<file path="src/rtl/piso_sreg_pkg.sv">
// Shared framing constants for the 4-bit parallel-in / serial-out register.
package piso_sreg_pkg;
   localparam int FRAME_LEN = 4;
   localparam int CNT_W     = 2;
   localparam logic [CNT_W-1:0] CNT_LAST = CNT_W'(FRAME_LEN - 1);
endpackage

</file>
<file path="src/rtl/piso_sreg_if.sv">
// Parallel data in / serial data out bundle between the source and the serializer.
interface piso_sreg_if;
   logic p3;
   logic p2;
   logic p1;
   logic p0;
   logic sout;

   modport master (output p3, p2, p1, p0, input sout);
   modport slave  (input p3, p2, p1, p0, output sout);
endinterface

</file>
<file path="src/rtl/piso_frame_ctr.sv">
// Free-running frame counter; o_load marks the edge that captures a new word.
module piso_frame_ctr
   import piso_sreg_pkg::*;
(
   input  logic clk,
   input  logic rst,
   output logic o_load
);
   logic [CNT_W-1:0] r_cnt;
   logic [CNT_W-1:0] w_cnt_nxt;

   always_comb begin
      w_cnt_nxt = r_cnt + CNT_W'(1);
      if (r_cnt == CNT_LAST) w_cnt_nxt = '0;
   end

   always_ff @(posedge clk or negedge rst) begin
      if (!rst) r_cnt <= '0;
      else      r_cnt <= w_cnt_nxt;
   end

   assign o_load = (r_cnt == '0);
endmodule

</file>
<file path="src/rtl/piso_sreg.sv">
// 4-bit PISO: loads {p3,p2,p1,p0} every fourth edge and shifts it out on a registered sout.
module piso_sreg
   import piso_sreg_pkg::*;
#(
   parameter bit MSB_FIRST = 1'b1
)(
   input  logic        clk,
   input  logic        rst,
   piso_sreg_if.slave  bus
);
   logic [FRAME_LEN-1:0] r_sr;
   logic                 w_load;

   piso_frame_ctr u_ctr (
      .clk    (clk),
      .rst    (rst),
      .o_load (w_load)
   );

   // Vacated positions fill with 0 so a frame never carries stale data.
   always_ff @(posedge clk or negedge rst) begin
      if (!rst)           r_sr <= '0;
      else if (w_load)    r_sr <= {bus.p3, bus.p2, bus.p1, bus.p0};
      else if (MSB_FIRST) r_sr <= {r_sr[FRAME_LEN-2:0], 1'b0};
      else                r_sr <= {1'b0, r_sr[FRAME_LEN-1:1]};
   end

   assign bus.sout = MSB_FIRST ? r_sr[FRAME_LEN-1] : r_sr[0];
endmodule

</file>
<file path="src/flat_wrapper.sv">
// flat-port wrapper written by rule: the top's interface ports become plain ports
module piso_sreg_flat import piso_sreg_pkg::*;
#(
   parameter bit MSB_FIRST = 1'b1
)
  (clk, rst, bus_p3, bus_p2, bus_p1, bus_p0, bus_sout);
  piso_sreg_if bus_i ();
  input  logic clk;
  input  logic rst;
  input wire logic [$bits(bus_i.p3)-1:0] bus_p3;
  input wire logic [$bits(bus_i.p2)-1:0] bus_p2;
  input wire logic [$bits(bus_i.p1)-1:0] bus_p1;
  input wire logic [$bits(bus_i.p0)-1:0] bus_p0;
  output wire logic [$bits(bus_i.sout)-1:0] bus_sout;
  assign bus_i.p3 = bus_p3;
  assign bus_i.p2 = bus_p2;
  assign bus_i.p1 = bus_p1;
  assign bus_i.p0 = bus_p0;
  assign bus_sout = bus_i.sout;
  piso_sreg #(.MSB_FIRST(MSB_FIRST)) u_core (.clk(clk), .rst(rst), .bus(bus_i));
endmodule
</file>
<file path="config.mk">
export PLATFORM = sky130hd
export DESIGN_NAME = piso_sreg_flat
export DESIGN_NICKNAME = d
export VERILOG_FILES = /design/src/rtl/piso_sreg_pkg.sv /design/src/rtl/piso_sreg_if.sv /design/src/rtl/piso_frame_ctr.sv /design/src/rtl/piso_sreg.sv /design/src/flat_wrapper.sv
export SDC_FILE = /design/constraint.sdc
export NUM_CORES = 1
export LEC_CHECK = 0
export CORE_AREA = 2 2 39 41
export DETAILED_ROUTE_END_ITERATION = 10
export DIE_AREA = 0 0 41 43
export SYNTH_ARGS = -nofsm -noshare
export SYNTH_HDL_FRONTEND = slang
export SYNTH_HIERARCHICAL = 1
export SYNTH_SLANG_ARGS = --single-unit
</file>
<file path="constraint.sdc">
create_clock -name clk -period 1.7 [get_ports clk]
set_clock_uncertainty 0.05 [all_clocks]
set_input_delay 0.34 -clock clk [delete_from_list [all_inputs] [get_ports clk]]
set_output_delay 0.34 -clock clk [all_outputs]
set_load 0.01 [all_outputs]
</file>
==> metrics <==
outcome completed; Setup WS pre-CTS 0.470 ns; post-synthesis net count 23; reg2reg end u_core/r_sr[3]; P_int 242 uW; Lkg Pwr 0.000150 uW; final hold violation count 0; switching share of power 19.6%; Worst-Margin Slew 0.264 ns; Final Util between 20% and 30%; worst-skew pair later-pin latency between 0.2 and 0.25 ns; average size of a mapped cell 15.2 sq um; via count 150; CP Class flop to primary output; post-synth cell types 6; Final Setup Violations 0; post-synth top area cell dfrtp_1; ys async rst share 100%; H-tree depth 1; clk root buf clkbuf_4; NumNets Final 34; Reg-to-Reg Start u_core/u_ctr/r_cnt[0]; Sum Neg Setup Slack 0 ns; Initial DRT Pass Iterations 2; CTS Sinks 6; register area share after synthesis roughly 66%; top post-synthesis cells by count dfrtp_1 (6), mux2_2 (3), ha_1 (2), inv_1 (2); Worst path slowest cell clkdlybuf4s50_1; vias in the first global route ~170; TritonCTS clock tree built; IO Count 7; reg2reg setup slack around 0.48 ns; CP max FO 1; DRC 0; Synth Register Bits 6; Synth-to-Final Area Change 45.1%; EDFF count, synth 0; routed vias/inst 3.75; Comb pwr share between 6 and 7%; antenna viol nets, final 0; CTS resizes 0; YS warnings 6; PortBufs 6; HP Class input pin to async pin; FF-to-FF path depth 3; Worst VDD drop approximately 160 uV; initial drt markers 1; maximum clock path buffer count 2; CTS clk-pin slew, worst paths 0.05 ns; Cell Area, Synth 228 sq um; Power Density between 900 and 1000 nW/um^2; die boundary width between 40 and 50 microns; first-pass GRT wire length 669 microns; final wirelength approximately 450 microns; hold_buf cts 0; Critical Path RT 1.31 ns; total grt overflow 0; Worst Hold Margin 0.282 ns; Slew Viols, Final 0; setup bufs post-CTS 0; top cells by area, synth dfrtp_1 (66%), mux2_2 (15%), ha_1 (11%); RePlAce Congestion ~0.52; Top FF cell, synth dfrtp_1; Clk pwr share 43.7%; post-synth top area share 65.9%; Cells after Synth 15; most frequent cell after synthesis dfrtp_1; share of cells above drive strength 1 29.2%; max incr delay on CP 0.53 ns; period utilisation layout 87.2%; Starting Density 16.5%; TritonCTS buffer count 3; Psw 59.1 uW; RSZ-0062 raised after global routing no; largest net degree at the start of global routing 7; Routed wire per std cell 11.2 microns; crit path capture type primary output; setup ws final 0.218 ns; Final min period 1.48 ns; CP Buf/Inv Count 1; full die area 1760 sq um; critical-path cell list clkdlybuf4s50_1; initial antenna violation count 0; die height ~43 microns; post-detail-place hpwl 352 microns; Site Rows 14; MaxCap Viol Count 0; All-Layer GR Usage 7.07%; cell family with most CP delay buffers and inverters; fmax 675 MHz; CP startpoint kind flop; Antenna Cells 0; Core ar. 1380 sq um; Worst slew margin 82.3%; register share of total power just under 50%; CP arrival between 1 and 1.5 ns
[cell usage in the layout, fill, tap and decap left out]
cell / count
clkbuf_4: 3
clkdlybuf4s50_1: 6
nor2_1: 1
dfrtp_1: 6
ha_1: 2
mux2_2: 3
and2_2: 1
inv_1: 2
[through the flow]
stage	instance area (sq um)	total power, uW	instances
floorplan	228	155	15
global placement	308	171	37
detailed placement	308	173	37
CTS	330	308	40
global route	330	320	40
finish	330	302	40
[registers in the layout (all words and copies together), names as in the netlist]
register	flops
u_core/r_sr	4
u_core/u_ctr/r_cnt	2
[layout make-up]
class	instances	area, sq um
Fill cell	150	1050
Sequential cell	6	150
Multi-Input combinational cell	7	70.1
Timing Repair Buffer	6	60.1
Clock buffer	3	22.5
Tap cell	16	20.0
Inverter	2	7.51
[per-layer routing]
| metal | routed length, microns | vias to the layer above | global-route usage, % |
|---|---|---|---|
| met2 | 193 | 9 | 9.38 |
| met3 | 64 | 4 | 5.24 |
| met5 | 0 | - | 0 |
| met4 | 25 | 0 | 10.0 |
| li1 | - | 65 | - |
| met1 | 163 | 72 | 4.92 |
[kinds of logic (layout without fill, tap and decap cells)]
kind of cell             after synthesis  count (layout)  share of synthesized area (%)
adder cells (fa/ha/maj)                2               2                           11.0
AND/OR/NAND/NOR                        2               2                           4.94
flip-flops                             6               6                           65.9
multiplexers                           3               3                           14.8
buffers and inverters                  2              11                           3.30
[power groups by stage]
stage	registers [uW]	clock network (uW)	logic, uW
after CTS	149	138	21.1
after floorplan	152	0	3.17
final	149	132	20.4
after global routing	149	148	22.2
after global placement	151	0	19.8
after detailed placement	152	0	20.9
[how the worst max path moves through the flow]
stage                          end             startpoint  cells past startpoint
floorplan           u_core/r_sr[1]  u_core/u_ctr/r_cnt[0]                      3
global placement          bus_sout         u_core/r_sr[3]                      1
detailed placement        bus_sout         u_core/r_sr[3]                      1
CTS                       bus_sout         u_core/r_sr[3]                      1
global route              bus_sout         u_core/r_sr[3]                      1
finish                    bus_sout         u_core/r_sr[3]                      1
No activity file was read; power rests on OpenSTA's default activity.
